$ cat config.mk
export PLATFORM = sky130hd
export DESIGN_NAME = fm_tuner
export DESIGN_NICKNAME = d
export VERILOG_FILES = /design/src/rtl/fm_tuner.sv
export SDC_FILE = /design/constraint.sdc
export NUM_CORES = 1
export LEC_CHECK = 0
export ABC_AREA = 1
export CORE_MARGIN = 2
export CORE_UTILIZATION = 56
export CTS_CLUSTER_DIAMETER = 120
export DETAILED_ROUTE_END_ITERATION = 10
export GPL_TIMING_DRIVEN = 1
export PLACE_DENSITY_LB_ADDON = 0.2
export SLEW_MARGIN = 10
export SYNTH_ARGS = -nofsm -noshare
export SYNTH_HDL_FRONTEND = slang
export SYNTH_SLANG_ARGS = --single-unit
$ cat constraint.sdc
create_clock -name clk_25m -period 5.7 [get_ports clk_25m]
set_input_delay 0.57 -clock clk_25m [delete_from_list [all_inputs] [get_ports clk_25m]]
set_output_delay 0.57 -clock clk_25m [all_outputs]
set_load 0.05 [all_outputs]
$ cat src/rtl/fm_tuner.sv
// FM transmitter front-panel controller: debounced buttons step the carrier and toggle mute,
// every retune is sequenced as ramp-down / retune / settle / ramp-up on the PCM gain.
module fm_tuner #(
    parameter int unsigned F_MIN           = 87500000,
    parameter int unsigned F_MAX           = 108000000,
    parameter int unsigned F_STEP          = 100000,
    parameter int unsigned F_DEFAULT       = 108000000,
    parameter int unsigned DEBOUNCE_CYCLES = 250000,
    parameter int unsigned REPEAT_DELAY    = 12500000,
    parameter int unsigned REPEAT_PERIOD   = 2500000,
    parameter int unsigned RAMP_DIV        = 98,
    parameter int unsigned SETTLE_CYCLES   = 25000
) (
    input  logic               clk_25m,
    input  logic               reset,
    input  logic               btn_up,
    input  logic               btn_down,
    input  logic               btn_center,
    input  logic signed [15:0] pcm_in,
    output logic signed [15:0] pcm_out,
    output logic        [31:0] cw_freq,
    output logic               tuning,
    output logic               muted
);

    localparam int unsigned DB_W    = $clog2(DEBOUNCE_CYCLES + 1);
    localparam int unsigned RPT_MAX = (REPEAT_DELAY > REPEAT_PERIOD) ? REPEAT_DELAY : REPEAT_PERIOD;
    localparam int unsigned RPT_W   = $clog2(RPT_MAX + 1);
    localparam int unsigned DIV_W   = $clog2(RAMP_DIV + 1);
    localparam int unsigned SET_W   = $clog2(SETTLE_CYCLES + 1);
    localparam int unsigned GAIN_W  = 9;

    typedef enum logic [2:0] {
        S_IDLE, S_RAMP_DOWN, S_RETUNE, S_SETTLE, S_RAMP_UP
    } state_e;

    typedef enum logic [1:0] {
        PEND_NONE, PEND_UP, PEND_DOWN
    } pend_e;

    // Button index: 0 = up, 1 = down, 2 = center
    logic [2:0]      sync1_q, sync2_q, stable_q, stable_prev_q;
    logic [DB_W-1:0] db_cnt_q [3];
    logic [RPT_W-1:0] rpt_cnt_q [2];
    logic [1:0]      rpt_q;
    logic [2:0]      press;
    logic [1:0]      rpt_fire, step_evt;
    logic            both_held;

    state_e              state_q, state_d;
    pend_e               pend_q, pend_d;
    logic [GAIN_W-1:0]   gain_q, gain_d;
    logic [DIV_W-1:0]    div_q, div_d;
    logic [SET_W-1:0]    settle_q, settle_d;
    logic [31:0]         freq_q, freq_d;
    logic                muted_q, muted_d;
    logic                tuning_q, tuning_d;
    logic signed [15:0]  pcm_q;
    logic signed [25:0]  prod;

    assign both_held = stable_q[0] & stable_q[1];
    assign press     = stable_q & ~stable_prev_q;

    always_comb begin
        for (int i = 0; i < 2; i++) begin
            rpt_fire[i] = stable_q[i] && !both_held &&
                (rpt_cnt_q[i] == (rpt_q[i] ? RPT_W'(REPEAT_PERIOD) : RPT_W'(REPEAT_DELAY)));
            step_evt[i] = !both_held && (press[i] || rpt_fire[i]);
        end
    end

    // Synchronise, debounce and time autorepeat for each button
    always_ff @(posedge clk_25m or posedge reset) begin
        if (reset) begin
            sync1_q       <= '0;
            sync2_q       <= '0;
            stable_q      <= '0;
            stable_prev_q <= '0;
            rpt_q         <= '0;
            for (int i = 0; i < 3; i++) db_cnt_q[i] <= '0;
            for (int i = 0; i < 2; i++) rpt_cnt_q[i] <= '0;
        end else begin
            sync1_q       <= {btn_center, btn_down, btn_up};
            sync2_q       <= sync1_q;
            stable_prev_q <= stable_q;
            for (int i = 0; i < 3; i++) begin
                if (sync2_q[i] == stable_q[i]) begin
                    db_cnt_q[i] <= '0;
                end else if (db_cnt_q[i] == DB_W'(DEBOUNCE_CYCLES - 1)) begin
                    stable_q[i] <= sync2_q[i];
                    db_cnt_q[i] <= '0;
                end else begin
                    db_cnt_q[i] <= db_cnt_q[i] + DB_W'(1);
                end
            end
            for (int i = 0; i < 2; i++) begin
                if (!stable_q[i] || both_held) begin
                    rpt_cnt_q[i] <= '0;
                    rpt_q[i]     <= 1'b0;
                end else if (rpt_fire[i]) begin
                    rpt_cnt_q[i] <= RPT_W'(1);
                    rpt_q[i]     <= 1'b1;
                end else begin
                    rpt_cnt_q[i] <= rpt_cnt_q[i] + RPT_W'(1);
                end
            end
        end
    end

    // Retune sequencer: gain ramps bracket every carrier change
    always_comb begin
        state_d  = state_q;
        pend_d   = pend_q;
        gain_d   = gain_q;
        div_d    = div_q;
        settle_d = settle_q;
        freq_d   = freq_q;
        muted_d  = muted_q ^ press[2];
        case (state_q)
            S_IDLE: begin
                div_d    = '0;
                settle_d = '0;
                if (pend_q != PEND_NONE)                         state_d = S_RAMP_DOWN;
                else if (muted_q && gain_q != '0)                 state_d = S_RAMP_DOWN;
                else if (!muted_q && gain_q != GAIN_W'(256))      state_d = S_RAMP_UP;
            end
            S_RAMP_DOWN: begin
                if (gain_q == '0) begin
                    div_d   = '0;
                    state_d = (pend_q != PEND_NONE) ? S_RETUNE : S_IDLE;
                end else if (div_q == DIV_W'(RAMP_DIV - 1)) begin
                    div_d  = '0;
                    gain_d = gain_q - GAIN_W'(1);
                end else begin
                    div_d = div_q + DIV_W'(1);
                end
            end
            S_RETUNE: begin
                if (pend_q == PEND_UP) begin
                    freq_d = (freq_q + 32'(F_STEP) > 32'(F_MAX)) ? 32'(F_MIN) : freq_q + 32'(F_STEP);
                end else if (pend_q == PEND_DOWN) begin
                    freq_d = (freq_q < 32'(F_MIN) + 32'(F_STEP)) ? 32'(F_MAX) : freq_q - 32'(F_STEP);
                end
                pend_d   = PEND_NONE;
                settle_d = '0;
                state_d  = S_SETTLE;
            end
            S_SETTLE: begin
                if (settle_q == SET_W'(SETTLE_CYCLES - 1)) begin
                    settle_d = '0;
                    div_d    = '0;
                    state_d  = muted_q ? S_IDLE : S_RAMP_UP;
                end else begin
                    settle_d = settle_q + SET_W'(1);
                end
            end
            S_RAMP_UP: begin
                if (muted_q) begin
                    div_d   = '0;
                    state_d = S_RAMP_DOWN;
                end else if (gain_q == GAIN_W'(256)) begin
                    state_d = S_IDLE;
                end else if (div_q == DIV_W'(RAMP_DIV - 1)) begin
                    div_d  = '0;
                    gain_d = gain_q + GAIN_W'(1);
                end else begin
                    div_d = div_q + DIV_W'(1);
                end
            end
            default: state_d = S_IDLE;
        endcase
        // A fresh request overrides whatever is queued, even one just consumed
        if (step_evt[0])      pend_d = PEND_UP;
        else if (step_evt[1]) pend_d = PEND_DOWN;
        tuning_d = (state_d != S_IDLE);
    end

    assign prod = pcm_in * $signed({1'b0, gain_q});

    always_ff @(posedge clk_25m or posedge reset) begin
        if (reset) begin
            state_q  <= S_IDLE;
            pend_q   <= PEND_NONE;
            gain_q   <= GAIN_W'(256);
            div_q    <= '0;
            settle_q <= '0;
            freq_q   <= 32'(F_DEFAULT);
            muted_q  <= 1'b0;
            tuning_q <= 1'b0;
            pcm_q    <= '0;
        end else begin
            state_q  <= state_d;
            pend_q   <= pend_d;
            gain_q   <= gain_d;
            div_q    <= div_d;
            settle_q <= settle_d;
            freq_q   <= freq_d;
            muted_q  <= muted_d;
            tuning_q <= tuning_d;
            pcm_q    <= 16'(prod >>> 8);
        end
    end

    assign pcm_out = pcm_q;
    assign cw_freq = freq_q;
    assign tuning  = tuning_q;
    assign muted   = muted_q;

endmodule

==> flow_summary_export.csv <==
group,metric,value,unit
outcome,outcome,"finished, final reports clean",
critical_path,crit_path_top_delay_cell,"clkdlybuf4s50_1",
critical_path,path_buf_inv,4,
power_and_ir_drop,p_seq_share,49.9,%
clocking,postCtsSetupRepairBufs,0,
critical_path,worstPathArrival,5.71,ns
critical_path,critPathTopFamily,"adder cells",
clocking,root_buffer,"clkbuf_16",
power_and_ir_drop,clkPwrFrac,46.8,%
timing,setup_viol,0,
timing,setup-tns-final,0,ns
synthesis,syn_area,16600,um^2
worst_hold_path,hold-path-endpoint,"sync2_q[0]",
clocking,htreeDepth,4,
global_route,grt_max_degree,101,
clocking,cts_resized,0,
power_and_ir_drop,powerDensity,154,nW/um^2
timing,min_period,5.37,ns
synthesis,synth_edf_count,0,
cells_and_area,final_common_cell,"nand2_1",
synthesis,synth_ff_type,"dfrtp_1",
placement,routabilityCongestion,0.943,
routing,drtPass1Iterations,5,
synthesis,synth_warnings,0,
routing,vias_per_cell,5.36,
critical_path,reg2reg_from,"gain_q[1]",
power_and_ir_drop,power_frac_comb,3.4,%
timing,fmax,186,MHz
die,rows,63,
worst_hold_path,holdCritStartpoint,"sync1_q[0]",
critical_path,required,6.04,ns
routing,vias,14300,
synthesis,synth-seq-cells,197,
timing,rsz0062_at_grt,"no",
run,cap_viol_max_count,0,
routing,wl_met1,17.7,mm
timing,tightestPinTransition,1.10,ns
cells_and_area,fin_util,62.5,%
die,initial_core_util,56.5,%
cells_and_area,multi_input_area,9690,um^2
die,core_area,29400,um^2
clocking,insertion_delay,0.45,ns
die,io_pins,71,
worst_hold_path,holdPathStages,0,
cells_and_area,drive_gt1_share,6.84,%
timing,drv_slew,0,
clocking,cts_buffers,17,
global_route,grt_first_pass_wirelength,69.0,mm
routing,avgRoutedWirePerCell,15.2,um
routing,routed_wl,40.5,mm
global_route,grt_use_total,27.6,%
critical_path,cp_max_fo,9,
critical_path,cpMostUsedCell,"fa_1",
cells_and_area,syn2layout_area_growth,10.6,%
routing,dr_wl_met2,19.8,mm
routing,drtAntennaViolNets,0,
power_and_ir_drop,power.internal,0.00213,W
clocking,clk_path_buf_depth,2,
worst_hold_path,hold_class,"reg -> reg",
clocking,cts_tree,"done",
die,die-area,31100,um^2
critical_path,reg2reg_slack,0.39,ns
synthesis,synth_seq_area_share,29.8,%
routing,routed.top_layer,"met4",
cells_and_area,layout.cells.non_filler,2670,
critical_path,cp-start-kind,"primary input",
clocking,cts.sinks,197,
power_and_ir_drop,net-switching-power,0.000698,W
placement,io_buffers,65,
cells_and_area,fillCellCount,2571,
power_and_ir_drop,p_leak,9.48,nW
cells_and_area,n_antenna_cell,0,
timing,slew_headroom,26.1,%
critical_path,path_cells,"clkdlybuf4s50_1 -> nand2_1 -> fa_1 -> inv_1 -> fa_1 -> fa_1 -> fa_1 -> inv_1 -> fa_1 -> inv_1 -> ha_1 -> nand2_1 -> nor4_1 -> nand2_1 -> nand2_1 -> a21oi_1 -> o21ai_0 -> a21oi_1 -> xor2_1",
placement,dpl.hpwl,30.9,mm
synthesis,syn-instance-count,2210,
critical_path,critPathMaxStageDelay,0.71,ns
clocking,clk_pin_slew,0.08,ns
power_and_ir_drop,peakVddDrop,235,uV
synthesis,synthArstFlopShare,100,%
cells_and_area,nNetsFinal,2474,
global_route,grt_antenna_before_repair,0,
global_route,overflow,0,
power_and_ir_drop,swShare,24.7,%
synthesis,syn_avg_cell_area,7.52,um^2
cells_and_area,final_cell_mix,"nand2_1, inv_1, nor2_1, dfrtp_1",
clocking,holdBufCountCts,0,
placement,dpl.cell_count,2638,
timing,period_share,94.2,%
die,die_x,176,um
synthesis,yosysUniqueCellTypes,62,
routing,wl_met3,1.99,mm
critical_path,critical_path.endpoint_type,"register",
die,fp.dieH,176,um
timing,hold_viol,0,
cells_and_area,seq_area,4950,um^2
global_route,grt_pass1_vias,14300,
timing,skew,0.0116,ns
routing,route.detailed.drc,0,
critical_path,r2r_cells,20,
critical_path,r2r_end,"pcm_out[15]",
routing,drtIter0Drc,1093,
critical_path,crit_type,"in -> reg",
==> routing by layer <==
layer	GRT usage (%)	vias up
met2	47.5	396
met1	36.6	6849
met5	0	-
met4	8.68	0
met3	3.38	71
li1	-	6996
==> power groups by stage <==
stage / logic, W / clock network [W] / registers [W]
final: 0.0000954 / 0.00132 / 0.00141
after detailed placement: 0.0000973 / 0 / 0.00144
after global placement: 0.0000950 / 0 / 0.00144
after floorplan: 0.0000583 / 0 / 0.00144
after CTS: 0.0000975 / 0.00135 / 0.00141
after global routing: 0.000107 / 0.00140 / 0.00141
==> layout make-up <==
cell class / count / share of cell area, %
repair buffers: 107 / 5.32
clock inverters: 13 / 0.946
multi-input cells: 1504 / 52.7
inverters: 440 / 9.00
flip-flops and latches: 197 / 26.9
clock buffers: 19 / 2.46
well taps: 390 / 2.65
==> flip-flops by register name (all words and copies together) (netlist names) <==
name           flops
stable_prev_q      3
db_cnt_q          54
pend_q             2
sync2_q            3
stable_q           3
cw_freq           27
rpt_cnt_q         48
muted              1
gain_q             9
tuning             1
pcm_out           16
settle_q          15
sync1_q            3
rpt_q              2
state_q            3
div_q              7
==> Yosys cell counts, drive strengths merged, types with 40 or more instances <==
cell | number | area (um^2)
nor3 | 69 | 355
dfrtp | 182 | 4550
inv | 434 | 1630
xor2 | 60 | 526
a21oi | 123 | 646
nor2 | 235 | 917
ha | 71 | 888
clkbuf | 40 | 150
nand2 | 473 | 1820
fa | 115 | 2300
nand3 | 121 | 641
o21ai | 72 | 364
==> worst max path at each step <==
stage	startpoint	to	slack, ns	cells past startpoint
after floorplan	gain_q[3]	pcm_out[15]	0.45	22
after global placement	pcm_in[8]	pcm_out[15]	0.01	19
after detailed placement	pcm_in[8]	pcm_out[15]	-0.14	19
after CTS	gain_q[3]	pcm_out[15]	0.24	20
after global routing	pcm_in[8]	pcm_out[15]	0.08	19
final	pcm_in[8]	pcm_out[15]	0.33	19
==> stage by stage <==
stage | hold WS [ns] | power [W] | worst slack [ns] | instance area (um^2)
floorplan | 0.331 | 0.00149 | 0.447 | 16600
global placement | 0.334 | 0.00153 | 0.0121 | 17800
detailed placement | 0.338 | 0.00153 | -0.144 | 17800
CTS | 0.356 | 0.00286 | 0.241 | 18400
global route | 0.359 | 0.00292 | 0.0783 | 18400
finish | 0.354 | 0.00283 | 0.331 | 18400
==> cells by family after synthesis <==
logic type	synth area share [%]
flops	29.8
xor+xnor	4.06
other cells	0.0226
buf+inv	12.1
compound gates	8.58
simple gates	26.2
mux	0.128
fa+ha+maj	19.2
Note: power is estimated with default switching activity, not from simulation.
